File: src/rtl/axis_pkt_fifo.sv
// rtl/axis_pkt_fifo.sv - AXI-Stream FIFO with tlast, fill level, almost-full and flush
// Define AXIS_PKT_FIFO_STORE_FWD_EN for store-and-forward packet mode.
module axis_pkt_fifo #(
    parameter int TDATA_WIDTH  = 32,
    parameter int DEPTH        = 8,
    parameter int AFULL_THRESH = DEPTH - 2,
    localparam int CW          = $clog2(DEPTH + 1)
) (
    input  logic                   clk,
    input  logic                   rst_n,
    input  logic                   sif_tvalid,
    input  logic [TDATA_WIDTH-1:0] sif_tdata,
    input  logic                   sif_tlast,
    output logic                   sif_tready,
    output logic                   mif_tvalid,
    output logic [TDATA_WIDTH-1:0] mif_tdata,
    output logic                   mif_tlast,
    input  logic                   mif_tready,
    input  logic                   invalidate,
    output logic [CW-1:0]          count,
    output logic                   almost_full
);

    localparam int PW = (DEPTH > 1) ? $clog2(DEPTH) : 1;
    localparam logic [PW-1:0] LAST_IDX = PW'(DEPTH - 1);
    localparam logic [CW-1:0] FULL_CNT = CW'(DEPTH);
    localparam logic [CW-1:0] AF_CNT   = CW'(AFULL_THRESH);

    logic [TDATA_WIDTH:0] mem [DEPTH];
    logic [PW-1:0]        wr_ptr;
    logic [PW-1:0]        rd_ptr;
    logic                 push;
    logic                 pop;
    logic                 full;
    logic                 not_empty;
    logic                 out_ok;

    // Non-power-of-two depths need an explicit wrap instead of masking.
    function automatic logic [PW-1:0] ptr_inc(input logic [PW-1:0] p);
        return (p == LAST_IDX) ? '0 : p + 1'b1;
    endfunction

    assign full      = (count == FULL_CNT);
    assign not_empty = (count != '0);

`ifdef AXIS_PKT_FIFO_STORE_FWD_EN
    logic [CW-1:0] pkt_cnt;

    // Hold output until a whole packet is stored; a full FIFO forwards anyway to avoid deadlock.
    assign out_ok = (pkt_cnt != '0) | full;

    always_ff @(posedge clk or negedge rst_n) begin
        if (!rst_n) begin
            pkt_cnt <= '0;
        end else if (invalidate) begin
            pkt_cnt <= '0;
        end else begin
            case ({push & sif_tlast, pop & mif_tlast})
                2'b10:   pkt_cnt <= pkt_cnt + 1'b1;
                2'b01:   pkt_cnt <= pkt_cnt - 1'b1;
                default: pkt_cnt <= pkt_cnt;
            endcase
        end
    end
`else
    assign out_ok = 1'b1;
`endif

    // Ready depends on registered state only, so a pop never frees a slot in the same cycle.
    assign sif_tready  = ~full & ~invalidate;
    assign mif_tvalid  = not_empty & out_ok & ~invalidate;
    assign {mif_tlast, mif_tdata} = mem[rd_ptr];
    assign push        = sif_tvalid & sif_tready;
    assign pop         = mif_tvalid & mif_tready;
    assign almost_full = (count >= AF_CNT);

    always_ff @(posedge clk) begin
        if (push) begin
            mem[wr_ptr] <= {sif_tlast, sif_tdata};
        end
    end

    always_ff @(posedge clk or negedge rst_n) begin
        if (!rst_n) begin
            wr_ptr <= '0;
            rd_ptr <= '0;
        end else if (invalidate) begin
            wr_ptr <= '0;
            rd_ptr <= '0;
        end else begin
            if (push) begin
                wr_ptr <= ptr_inc(wr_ptr);
            end
            if (pop) begin
                rd_ptr <= ptr_inc(rd_ptr);
            end
        end
    end

    always_ff @(posedge clk or negedge rst_n) begin
        if (!rst_n) begin
            count <= '0;
        end else if (invalidate) begin
            count <= '0;
        end else begin
            case ({push, pop})
                2'b10:   count <= count + 1'b1;
                2'b01:   count <= count - 1'b1;
                default: count <= count;
            endcase
        end
    end

endmodule
File: config.mk
export PLATFORM = sky130hd
export DESIGN_NAME = axis_pkt_fifo
export DESIGN_NICKNAME = d
export VERILOG_FILES = /design/src/rtl/axis_pkt_fifo.sv
export SDC_FILE = /design/constraint.sdc
export NUM_CORES = 1
export LEC_CHECK = 0
export ABC_AREA = 1
export CAP_MARGIN = 20
export CORE_ASPECT_RATIO = 0.5
export CORE_MARGIN = 4
export CORE_UTILIZATION = 53
export CTS_CLUSTER_SIZE = 25
export DETAILED_ROUTE_END_ITERATION = 8
export GPL_TIMING_DRIVEN = 0
export HOLD_SLACK_MARGIN = 0.03
export PLACE_DENSITY = 0.76
export SYNTH_ARGS = -nofsm -noshare
export SYNTH_HDL_FRONTEND = slang
export SYNTH_SLANG_ARGS = --single-unit
File: constraint.sdc
create_clock -name clk -period 2.9 [get_ports clk]
set_input_delay 0.58 -clock clk [delete_from_list [all_inputs] [get_ports clk]]
set_output_delay 0.58 -clock clk [all_outputs]
set_load 0.02 [all_outputs]
==> results.yml <==
status:
  outcome: "completed"
sta:
  rsz_0062_raised_after_global_routing: "yes"
  layout_min_cycle_time_ns: 2.82
  period_share: 0.974
  fmax_mhz: 354
  postLayoutSetupSlackWorst_ns: 0.0765
  worst_pin_slew_ns: 0.675
  finalClockSkew_ns: 0.0138
  maxSlewHeadroom: 0.549
  final-max-slew-violation-count: 0
  finalHoldViolations: 0
  finalSetupViolCount: 0
layout:
  n_fill_cell: 1390
  sequential_cell_area_in_the_final_layout_um2: 8180
  num_antenna_cells: 0
  fin_util: 0.655
  footprint_of_the_multi_input_gates_um2: 2540
  final_cell_count_no_fill: 1266
  nNetsFinal: 1029
  final_layout_size_suffix_gt1_frac: 0.142
  area_growth_pct: 18.5
setup_path:
  cp.arrival_ns: 2.24
  class_of_the_most_critical_setup_path: "reg -> out"
  startpoint_type: "flop"
  reg2reg_depth: 8
  required_ns: 2.32
  critical_path_peak_fanout: 10
  category_of_the_worst_setup_path_capture_point: "primary output"
clock_tree:
  max-clock-path-buffers: 3
  tritoncts_clock_tree: "done"
  tritoncts_num_sinks: 274
  clk_pin_slew_ns: 0.07
  clk_latency_ns: 0.52
  cts.htree.levels: 1
  ctsRootBufferMaster: "sky130_fd_sc_hd__clkbuf_16"
  numCtsBuffers: 24
placed_design:
  place.detailed.hpwl_mm: 16.6
  place.gp.congestion: 0.771
  place.detailed.instances: 1224
  place.port_buffers: 77
  dp_slack_ns: -0.119
detailed_routing:
  post-route-drc-count: 0
  route.antenna.remaining_nets: 0
  via_per_inst: 5.69
  drt-wirelength-per-cell_um: 20.3
  drt_first_iter_violations: 766
  route.vias.total: 7204
  totalWireLength_mm: 25.7
  first_pass_iters: 5
synth:
  synth_seq_cells: 274
  ys_types: 31
  yosysWarnings: 0
  synthesized_nets: 918
  synthCells: 873
  postSynthAreaPerCell_um2: 12.6
  ys_seq_area_frac: 0.743
  synthesis.area_um2: 11000
job:
  cap_viol_max_count: 0
floorplanning:
  rows: 36
  core_um2: 19900
  floorplan.initialDensity: 0.553
  chipWidth_um: 212
  chip_height_um: 110
  die_area_um2: 23300
  io_pins: 78
global_routing:
  via_count_of_the_first_global_routing_pass: 7143
  antenna_found_initial: 2
  grt_pass1_wl_mm: 39.7
  overall_overflow_remaining_after_global_route: 0
  grt_start_max_net_pins: 30
  grt_use_total: 0.221
power:
  irDropWorstVdd_mv: 0.386
  p_total_mw: 8.61
  power-per-cell-area_nw_per_um2: 660
  cellLeakagePower_nw: 4.60
worst_hold_path:
  hp-class: "in -> async"
[area by class of cell]
class / count / share of cell area
Timing Repair Buffer: 85 / 0.0630
Buffer: 49 / 0.0274
Sequential cell: 274 / 0.627
Clock buffer: 29 / 0.0491
Clock inverter: 13 / 0.00844
Multi-Input combinational cell: 536 / 0.195
Tap cell: 266 / 0.0255
Inverter: 14 / 0.00470
[cell usage after synthesis, drive strengths merged]
master,n,area share
buf,26,0.020
clkbuf,23,0.0082
a21oi,35,0.017
nand2,133,0.047
xor2,1,0.00080
ha,6,0.0068
o21ai,137,0.062
nand3,8,0.0052
clkinv,1,0.00034
edfxtp,264,0.72
fa,1,0.0018
dfrtp,10,0.023
a31oi,33,0.019
o22ai,1,0.00057
inv,13,0.0051
nor2,181,0.063
[metrics by stage]
stage / instance area, um^2 / setup TNS [ns] / hold WS [ns]
finish: 13000 / 0 / 0.382
global route: 13000 / -0.0283 / 0.411
CTS: 13100 / 0 / 0.390
detailed placement: 12400 / -5.20 / 0.603
global placement: 12100 / -393.36 / 0.575
floorplan: 11000 / -10.86 / 0.284
[where the power goes]
part / internal (mW) / leakage (nW) / total (mW) / switching [mW]
Combinational: 0.361 / 1.71 / 1.07 / 0.705
Sequential: 4.42 / 2.52 / 4.44 / 0.0285
Clock: 1.74 / 0.368 / 3.10 / 1.36
[kinds of logic (layout without fill, tap and decap cells)]
logic type / Yosys count / in the layout / synth area share
AND/OR/NAND/NOR: 322 / 322 / 0.115
flip-flops: 274 / 274 / 0.743
AO/OA/AOI/OAI: 206 / 206 / 0.0985
buffers and inverters: 63 / 190 / 0.0336
adder cells (fa/ha/maj): 7 / 7 / 0.00864
XOR/XNOR: 1 / 1 / 0.000796
[routing by layer]
metal  part of all wire  track usage
met5            0.00082            0
met4              0.018       0.0570
met3              0.076       0.0325
met2               0.48        0.362
met1               0.43        0.318
[state kept, by name, indices dropped and copies added, names as in the netlist]
register / cells
mem: 264
wr_ptr: 3
rd_ptr: 3
count: 4
[cell usage in the layout, fill, tap and decap left out, types with 2 or more instances in the layout]
cell type / n
sky130_fd_sc_hd__clkdlybuf4s50_1: 44
sky130_fd_sc_hd__clkbuf_16: 25
sky130_fd_sc_hd__buf_8: 4
sky130_fd_sc_hd__nor2_1: 170
sky130_fd_sc_hd__buf_6: 7
sky130_fd_sc_hd__clkdlybuf4s15_1: 3
sky130_fd_sc_hd__clkinv_2: 4
sky130_fd_sc_hd__clkbuf_1: 7
sky130_fd_sc_hd__buf_2: 7
sky130_fd_sc_hd__dfrtp_1: 9
sky130_fd_sc_hd__nand2_1: 128
sky130_fd_sc_hd__o21ai_1: 57
sky130_fd_sc_hd__clkbuf_4: 3
sky130_fd_sc_hd__a31oi_2: 3
sky130_fd_sc_hd__buf_16: 4
sky130_fd_sc_hd__buf_12: 4
sky130_fd_sc_hd__a31oi_1: 30
sky130_fd_sc_hd__ha_1: 6
sky130_fd_sc_hd__inv_1: 10
sky130_fd_sc_hd__clkbuf_2: 42
sky130_fd_sc_hd__a21oi_1: 34
sky130_fd_sc_hd__nor2_4: 10
sky130_fd_sc_hd__o21ai_0: 80
sky130_fd_sc_hd__nand2_2: 4
sky130_fd_sc_hd__bufinv_16: 2
sky130_fd_sc_hd__buf_4: 12
sky130_fd_sc_hd__clkinv_1: 7
sky130_fd_sc_hd__edfxtp_1: 264
sky130_fd_sc_hd__nand3_1: 6
[worst paths after layout]
kind / start / slack (ns) / endpoint
setup / recovery: rd_ptr[0]$_DFFE_PN0P_ / 0.08 / mif_tdata[24]
hold / removal: rst_n / 0.38 / count[2]$_DFFE_PN0P_
setup reg to reg: count[3]$_DFFE_PN0P_ / 0.43 / mem[2][13]$_DFFE_PP_
hold reg to reg: count[2]$_DFFE_PN0P_ / 0.62 / count[2]$_DFFE_PN0P_
max in group asynchronous: rst_n / 2.17 / rd_ptr[1]$_DFFE_PN0P_
min in group clk: count[2]$_DFFE_PN0P_ / 0.62 / count[2]$_DFFE_PN0P_
[what timing repair did]
item / 4_1_cts / 5_1_grt
gates resized for setup: 83 / 87
endpoints found under the setup margin: 33 / 32
setup buffers: 0 / 0
pin swaps: 0 / 0
hold buffers: 0 / 0
[worst max-delay path, stage by stage, from the launching register on]
cell and delay [ns]:
sky130_fd_sc_hd__dfrtp_1 0.40, sky130_fd_sc_hd__buf_6 0.16, sky130_fd_sc_hd__inv_6 0.10, sky130_fd_sc_hd__buf_8 0.16
sky130_fd_sc_hd__buf_8 0.15, sky130_fd_sc_hd__nor2_1 0.05, sky130_fd_sc_hd__o21ai_1 0.13, sky130_fd_sc_hd__a21oi_1 0.06
sky130_fd_sc_hd__a31oi_1 0.16, sky130_fd_sc_hd__clkdlybuf4s15_1 0.33
Power figures use the tool's default switching activity.
